==> src/rtl/pipe_stage_chain.sv <==
// pipe_stage_chain: generic chain of NSTAGE pipeline registers (payload + valid)
// with per-stage stall/flush control and saturating stall/flush event counters.
// Stage 0 is fed from in_data/in_valid; stage NSTAGE-1 holds the oldest entry.
module pipe_stage_chain #(
  parameter int              NSTAGE = 4,
  parameter int              W      = 32,
  parameter logic [W-1:0]    BUBBLE = {W{1'b0}},
  parameter int              CNT_W  = 16
) (
  input  logic                clk,
  input  logic                R,
  input  logic [W-1:0]        in_data,
  input  logic                in_valid,
  input  logic [NSTAGE-1:0]   stall_mask,
  input  logic [NSTAGE-1:0]   flush_mask,
  output logic                in_ready,
  output logic [NSTAGE*W-1:0] out_data,
  output logic [NSTAGE-1:0]   out_valid,
  output logic [CNT_W-1:0]    stall_cnt,
  output logic [CNT_W-1:0]    flush_cnt
);

  // A stall at stage k freezes k and everything younger (lower index).
  logic [NSTAGE-1:0] w_hold;
  // Stage receives a bubble because the stage above it is frozen.
  logic [NSTAGE-1:0] w_bubble_ins;
  // Stage is flushed while holding a real instruction.
  logic [NSTAGE-1:0] w_flush_hit;

  logic [CNT_W-1:0]  r_stall_cnt;
  logic [CNT_W-1:0]  r_flush_cnt;

  genvar gi;
  generate
    for (gi = 0; gi < NSTAGE; gi++) begin : g_stage
      logic [W-1:0] r_data;
      logic         r_valid;
      logic [W-1:0] w_src_data;
      logic         w_src_valid;

      assign w_hold[gi]      = |stall_mask[NSTAGE-1:gi];
      assign w_flush_hit[gi] = flush_mask[gi] & r_valid;

      if (gi == 0) begin : g_head
        assign w_src_data       = in_data;
        assign w_src_valid      = in_valid;
        assign w_bubble_ins[gi] = 1'b0;
      end else begin : g_body
        assign w_src_data       = g_stage[gi-1].r_data;
        assign w_src_valid      = g_stage[gi-1].r_valid;
        assign w_bubble_ins[gi] = ~flush_mask[gi] & ~w_hold[gi] & w_hold[gi-1];
      end

      // Stage register: flush beats hold, hold beats bubble insertion, else advance.
      always_ff @(posedge clk or negedge R) begin
        if (!R) begin
          r_data  <= BUBBLE;
          r_valid <= 1'b0;
        end else if (flush_mask[gi] || w_bubble_ins[gi]) begin
          r_data  <= BUBBLE;
          r_valid <= 1'b0;
        end else if (!w_hold[gi]) begin
          r_data  <= w_src_data;
          r_valid <= w_src_valid;
        end
      end

      assign out_data[gi*W +: W] = r_data;
      assign out_valid[gi]       = r_valid;
    end
  endgenerate

  assign in_ready = ~w_hold[0];

  // Count cycles with any stall-induced bubble; saturate instead of wrapping.
  always_ff @(posedge clk or negedge R) begin
    if (!R) begin
      r_stall_cnt <= '0;
    end else if ((|w_bubble_ins) && !(&r_stall_cnt)) begin
      r_stall_cnt <= r_stall_cnt + 1'b1;
    end
  end

  // Count cycles squashing at least one valid entry; saturate instead of wrapping.
  always_ff @(posedge clk or negedge R) begin
    if (!R) begin
      r_flush_cnt <= '0;
    end else if ((|w_flush_hit) && !(&r_flush_cnt)) begin
      r_flush_cnt <= r_flush_cnt + 1'b1;
    end
  end

  assign stall_cnt = r_stall_cnt;
  assign flush_cnt = r_flush_cnt;

endmodule

==> config.mk <==
export PLATFORM = sky130hd
export DESIGN_NAME = pipe_stage_chain
export DESIGN_NICKNAME = d
export VERILOG_FILES = /design/src/rtl/pipe_stage_chain.sv
export SDC_FILE = /design/constraint.sdc
export NUM_CORES = 1
export LEC_CHECK = 0
export ABC_AREA = 1
export ABC_CLOCK_PERIOD_IN_PS = 2100
export CELL_PAD_IN_SITES_DETAIL_PLACEMENT = 0
export CELL_PAD_IN_SITES_GLOBAL_PLACEMENT = 1
export CORE_ASPECT_RATIO = 0.9
export CORE_UTILIZATION = 36
export DETAILED_ROUTE_END_ITERATION = 8
export PLACE_DENSITY_LB_ADDON = 0.1
export SETUP_SLACK_MARGIN = 0.2
export SLEW_MARGIN = 20
export SYNTH_ARGS = -nofsm -noshare
export SYNTH_HDL_FRONTEND = slang
export SYNTH_SLANG_ARGS = --single-unit
==> constraint.sdc <==
create_clock -name clk -period 2.1 [get_ports clk]
set_clock_uncertainty 0.05 [all_clocks]
set_input_delay 0.42 -clock clk [delete_from_list [all_inputs] [get_ports clk]]
set_output_delay 0.42 -clock clk [all_outputs]
set_load 0.01 [all_outputs]
== Word level (Yosys, flattened, before mapping) ==
Cells that the tools add are included.

* Output and inout bits: 165
* Word-level logic and storage cells: 63
* Bits in registers: 164
* Bits of input ports: 43

* Muxes and demuxes: 16
* Add/sub/neg operators: 2
* Reduce and logical (&&, ||, !) cells: 14
* Bitwise logic cells: 17
* Equal/unequal tests: 4

{| class="wikitable"
|+ Operators by type and width
! cell !! count
|-
| 2-to-1 mux 32 bit || 8
|-
| adder 16 x 1 -> 16 bit, second input constant || 2
|-
| AND reduction 16 bit || 2
|-
| bitwise AND 1 bit || 10
|-
| 2-to-1 mux 1 bit || 8
|-
| OR reduction 4 bit || 2
|-
| NOT 1 bit || 7
|-
| != test 2 x 1 -> 1 bit, second input constant || 3
|-
| OR reduction 3 bit || 2
|-
| logical OR 1 bit || 3
|-
| logical AND 1 bit || 2
|-
| zero test 1 bit || 2
|-
| != test 2 bit, second input constant || 1
|-
| OR reduction 2 bit || 1
|}

== Longest topological paths before layout ==
* Depth in word-level cells: 6
* Depth in mapped cells: 10
* Gate-level depth less buffers: 9

== Worst setup path after synthesis ==
OpenSTA, ideal clock, no wires.

* Path kind: register to register
* Start: register r_stall_cnt[0], in the netlist stall_cnt[0]
* End: register r_stall_cnt[3], in the netlist stall_cnt[3]
* Required time: 1.935 ns
* Period minus slack after synthesis: 1.631 ns
* Setup time: 0.115 ns
* Buffers on the path: 1
* Cell stages (with the launch flop): 10
* Slack: 0.469 ns
* Arrival: 1.466 ns
* Path through: dfrtp_1 ha_1 nand3_2 nor2_4 nand2_4 nor2_4 nor2_4 buf_12 nand2_2 nand2_2

* Word-level cells in the longest chain between the ends: 3
* Elaborated cells between the ends (all ways): 4
* Those cells by class: add/sub: 1; reduce/logical: 3

{| class="wikitable"
|+ RTL lines
! what !! line !! text
|-
| from (decl) || 30 || <nowiki>logic [CNT_W-1:0] r_stall_cnt;</nowiki>
|-
| from (signal assigned) || 80 || <nowiki>r_stall_cnt <= r_stall_cnt + 1'b1;</nowiki>
|-
| branches (longest 3 deep; another with adder 16 x 1 -> 16 bit) || n/a ||
|}

Parallel ways; which one is timed is not known.
A chain may end at the register's enable or synchronous reset.

== Worst setup path after layout ==
* Start: register r_stall_cnt[10], in the netlist stall_cnt[10]
* End: output port stall_cnt[10]

{| class="wikitable"
|+ RTL lines
! what !! line !! text
|-
| to (decl) || 19 || <nowiki>output logic [CNT_W-1:0] stall_cnt,</nowiki>
|}

No word-level cell between the ends.

==> impl_metrics.sql <==
INSERT INTO impl_metrics (metric_group, metric, value, unit) VALUES
('power', 'irDropWorstVdd', '469', 'uV'),
('power', 'power_per_cell_area', '692', 'mW/mm^2'),
('cts', 'cts_num_sinks', '164', ''),
('finish', 'final_layout_size_suffix_gt1_share', '12.2', '%'),
('finish', 'layout.nets', '1096', ''),
('floorplanning', 'chipWidth', '154', 'um'),
('cts', 'tritoncts', 'built', ''),
('cts', 'htree_num_levels', '4', ''),
('floorplanning', 'rows', '49', ''),
('sta', 'setup_repair_after_global_routing_missed_its_margin', 'false', ''),
('cts', 'clock_path_buffers', '2', ''),
('routing', 'drt-wirelength-per-cell', '16.4', 'um'),
('worst_setup_path', 'largest_stage_delay_on_the_critical_path', '0.55', 'ns'),
('worst_setup_path', 'crit_path_cell_trace', 'clkdlybuf4s50_1', ''),
('placed_design', 'hpwl', '15400', 'um'),
('grt', 'grt_start_max_net_pins', '48', ''),
('worst_setup_path', 'start_kind', 'flop', ''),
('power', 'relative_contribution_of_sequential_cells_to_total_power', '44.9', '%'),
('sta', 'timing_hold_violations_final', '0', ''),
('sta', 'report.final.setup_viol', '0', ''),
('routing', 'drt_wl_total', '21700', 'um'),
('run', 'drv_cap', '0', ''),
('worst_setup_path', 'worstReg2RegStart', 'stall_cnt[0]$_DFFE_PN0P_', ''),
('synth', 'async_flop_share', '100', '%'),
('outcome', 'status', 'completed', ''),
('worst_setup_path', 'reg2reg_slack', '0.36', 'ns'),
('synth', 'synth.ff_latch_count', '164', ''),
('floorplanning', 'die_area', '0.0213', 'sq mm'),
('worst_setup_path', 'timing.reg2reg.worst_path_depth', '9', ''),
('grt', 'number_of_antenna_violations_at_the_first_check_in_global_routing', '0', ''),
('finish', 'regArea', '0.00412', 'sq mm'),
('worst_setup_path', 'r2r-end', 'stall_cnt[13]$_DFFE_PN0P_', ''),
('cts', 'post_cts_clock_slew_at_the_launch_and_capture_registers_of_the_worst_setup_and_hold_paths', '0.07', 'ns'),
('power', 'leakagePower', '4.90', 'nW'),
('finish', 'antenna_cells', '0', ''),
('synth', 'netlist_instances', '824', ''),
('floorplanning', 'io_pins', '208', ''),
('grt', 'wire_length_of_the_first_global_routing_pass', '35300', 'um'),
('cts', 'cts_inserted_buffers', '17', ''),
('power', 'power.clock.fraction', '42.4', '%'),
('synth', 'synth_cell_types', '31', ''),
('floorplanning', 'floorplan.initialDensity', '37.0', '%'),
('synth', 'largest_area_contributor_in_the_netlist', 'dfrtp_1', ''),
('synth', 'ys_dominant_reg_cell', 'dfrtp_1', ''),
('synth', 'syn_avg_cell_area', '9.04', 'sq um'),
('sta', 'worst_hold_check_slack', '0.427', 'ns'),
('placed_design', 'gpl.final_weighted_congestion', '0.805', ''),
('worst_setup_path', 'worst_path_max_delay_cell', 'clkdlybuf4s50_1', ''),
('power', 'cellInternalPower', '5.44', 'mW'),
('routing', 'firstDrtPassIters', '4', ''),
('grt', 'gr-total-overflow', '0', ''),
('grt', 'via_count_of_the_first_global_routing_pass', '6359', ''),
('cts', 'clk_latency', '0.43', 'ns'),
('sta', 'finalWorstSetupSlack', '0.243', 'ns'),
('worst_setup_path', 'cp-end-kind', 'primary output', ''),
('synth', 'number_of_enable_type_register_cells_in_the_synthesized_netlist', '0', ''),
('worst_setup_path', 'critPathBufInv', '1', ''),
('power', 'netSwitchingFraction', '26.5', '%'),
('routing', 'drtIter0Drc', '314', ''),
('worst_setup_path', 'cpLargestDelayFamily', 'buffers and inverters', ''),
('power', 'pwr-share-comb', '12.7', '%'),
('min_path', 'hold_path_class', 'in -> async', ''),
('sta', 'maxClockFrequency', '0.539', 'GHz'),
('routing', 'detailroute.via_count', '6456', ''),
('worst_setup_path', 'crit_required', '1.63', 'ns'),
('finish', 'multi_input_comb_area', '0.00269', 'sq mm'),
('routing', 'drc', '0', ''),
('finish', 'fill_count', '1891', ''),
('placed_design', 'port_buffers', '207', ''),
('floorplanning', 'core_region_area', '0.0201', 'sq mm'),
('sta', 'drv_slew', '0', '');
-- worst reg2reg max path, cell delays in order, from the launching register on --
cell	delay (ns)
dfrtp_2	0.43
buf_12	0.13
ha_1	0.22
nand3_2	0.12
nor2_4	0.06
nand2_4	0.07
nor2_4	0.04
nor2_4	0.36
nand2_1	0.11
nand2_1	0.07
-- synthesized netlist by cell type (2+ instances only) --
master	number
ha_1	2
inv_1	91
a21oi_1	7
inv_2	2
nand2_1	167
o32ai_1	33
dfrtp_1	164
xnor2_1	9
buf_6	6
nor2_4	4
o21ai_0	42
buf_4	7
nand2_4	2
nand3_1	136
clkbuf_1	28
xor2_1	4
buf_2	9
o31ai_1	33
clkinv_1	2
nor2_1	33
nand2_2	19
nand4_1	11
nor2_2	3
buf_1	3
-- cells by family after synthesis --
family	Yosys count	share of synthesized area (%)
AND/OR/NAND/NOR	380	23.6
flip-flops	164	55.1
buffers and inverters	149	8.84
AO/OA/AOI/OAI	116	10.6
XOR/XNOR	13	1.53
adder cells (fa/ha/maj)	2	0.336
-- worst max path at each step --
stage	to	slack, ns	cells after the start
floorplan	stall_cnt[3]$_DFFE_PN0P_	0.47	9
global placement	in_ready	-0.30	5
detailed placement	g_stage[0].r_data[14]$_DFFE_PN0P_	-0.34	8
CTS	in_ready	0.16	5
global route	stall_cnt[10]	0.20	1
finish	stall_cnt[10]	0.24	1
-- flip-flops by register name, summed over array words and instances (netlist names) --
signal / count
flush_cnt: 16
stall_cnt: 16
g_stage.r_data: 128
g_stage.r_valid: 4
-- area by class of cell --
cell class                 count  share of cell area (%)
clock buffer                  19                    4.23
clock inverter                13                    1.32
inverter                      95                    3.36
multi-input combinational    511                    25.1
sequential                   164                    38.5
tap                          255                    2.98
timing repair buffer         262                    24.5
-- routing by layer --
layer  up-vias  part of all wire [%]  track usage, %
met4         0                   1.5            5.79
li1       3212                     -               -
met2       170                    44            30.9
met1      3059                    49            30.3
met5         -                     0               0
met3        15                   5.5            5.89
-- power by group through the flow --
| stage | Combinational [mW] | Clock (mW) | Sequential [mW] |
|---|---|---|---|
| after floorplan | 0.331 | 0 | 3.44 |
| after global routing | 1.03 | 3.37 | 3.33 |
| final | 0.939 | 3.14 | 3.32 |
| after detailed placement | 0.781 | 0 | 3.42 |
| after global placement | 0.782 | 0 | 3.43 |
| after CTS | 0.844 | 3.22 | 3.35 |
-- cell usage in the layout, fill, tap and decap left out, types with 7 or more instances in the layout --
cell               n
nand4_1           11
dlymetal6s2s_1    17
dfrtp_2            9
xnor2_1            9
nor2_1            33
clkbuf_16         17
o31ai_1           33
clkdlybuf4s50_1  183
inv_1             91
nand2_1          167
buf_4             45
dfrtp_1          155
buf_12             7
a21oi_1            7
o21ai_0           42
nand2_2           19
o32ai_1           33
nand3_1          136
-- metrics by stage --
stage | setup TNS, ns | cells | util, %
2_1_floorplan | 0 | 824 | -
3_3_place_gp | -15.77 | 1257 | 48.7
3_5_place_dp | -16.87 | 1257 | 48.7
4_1_cts | 0 | 1304 | 52.3
5_1_grt | 0 | 1319 | 53.2
6_report | 0 | 1319 | 53.2
-- what timing repair did --
item	4_1_cts	5_1_grt
resized for setup	17	24
setup buffers	14	15
hold buffers	1	0
endpoints found under the setup margin	59	72
endpoints found under the hold margin	40	0
(Power assumes the default switching activity.)
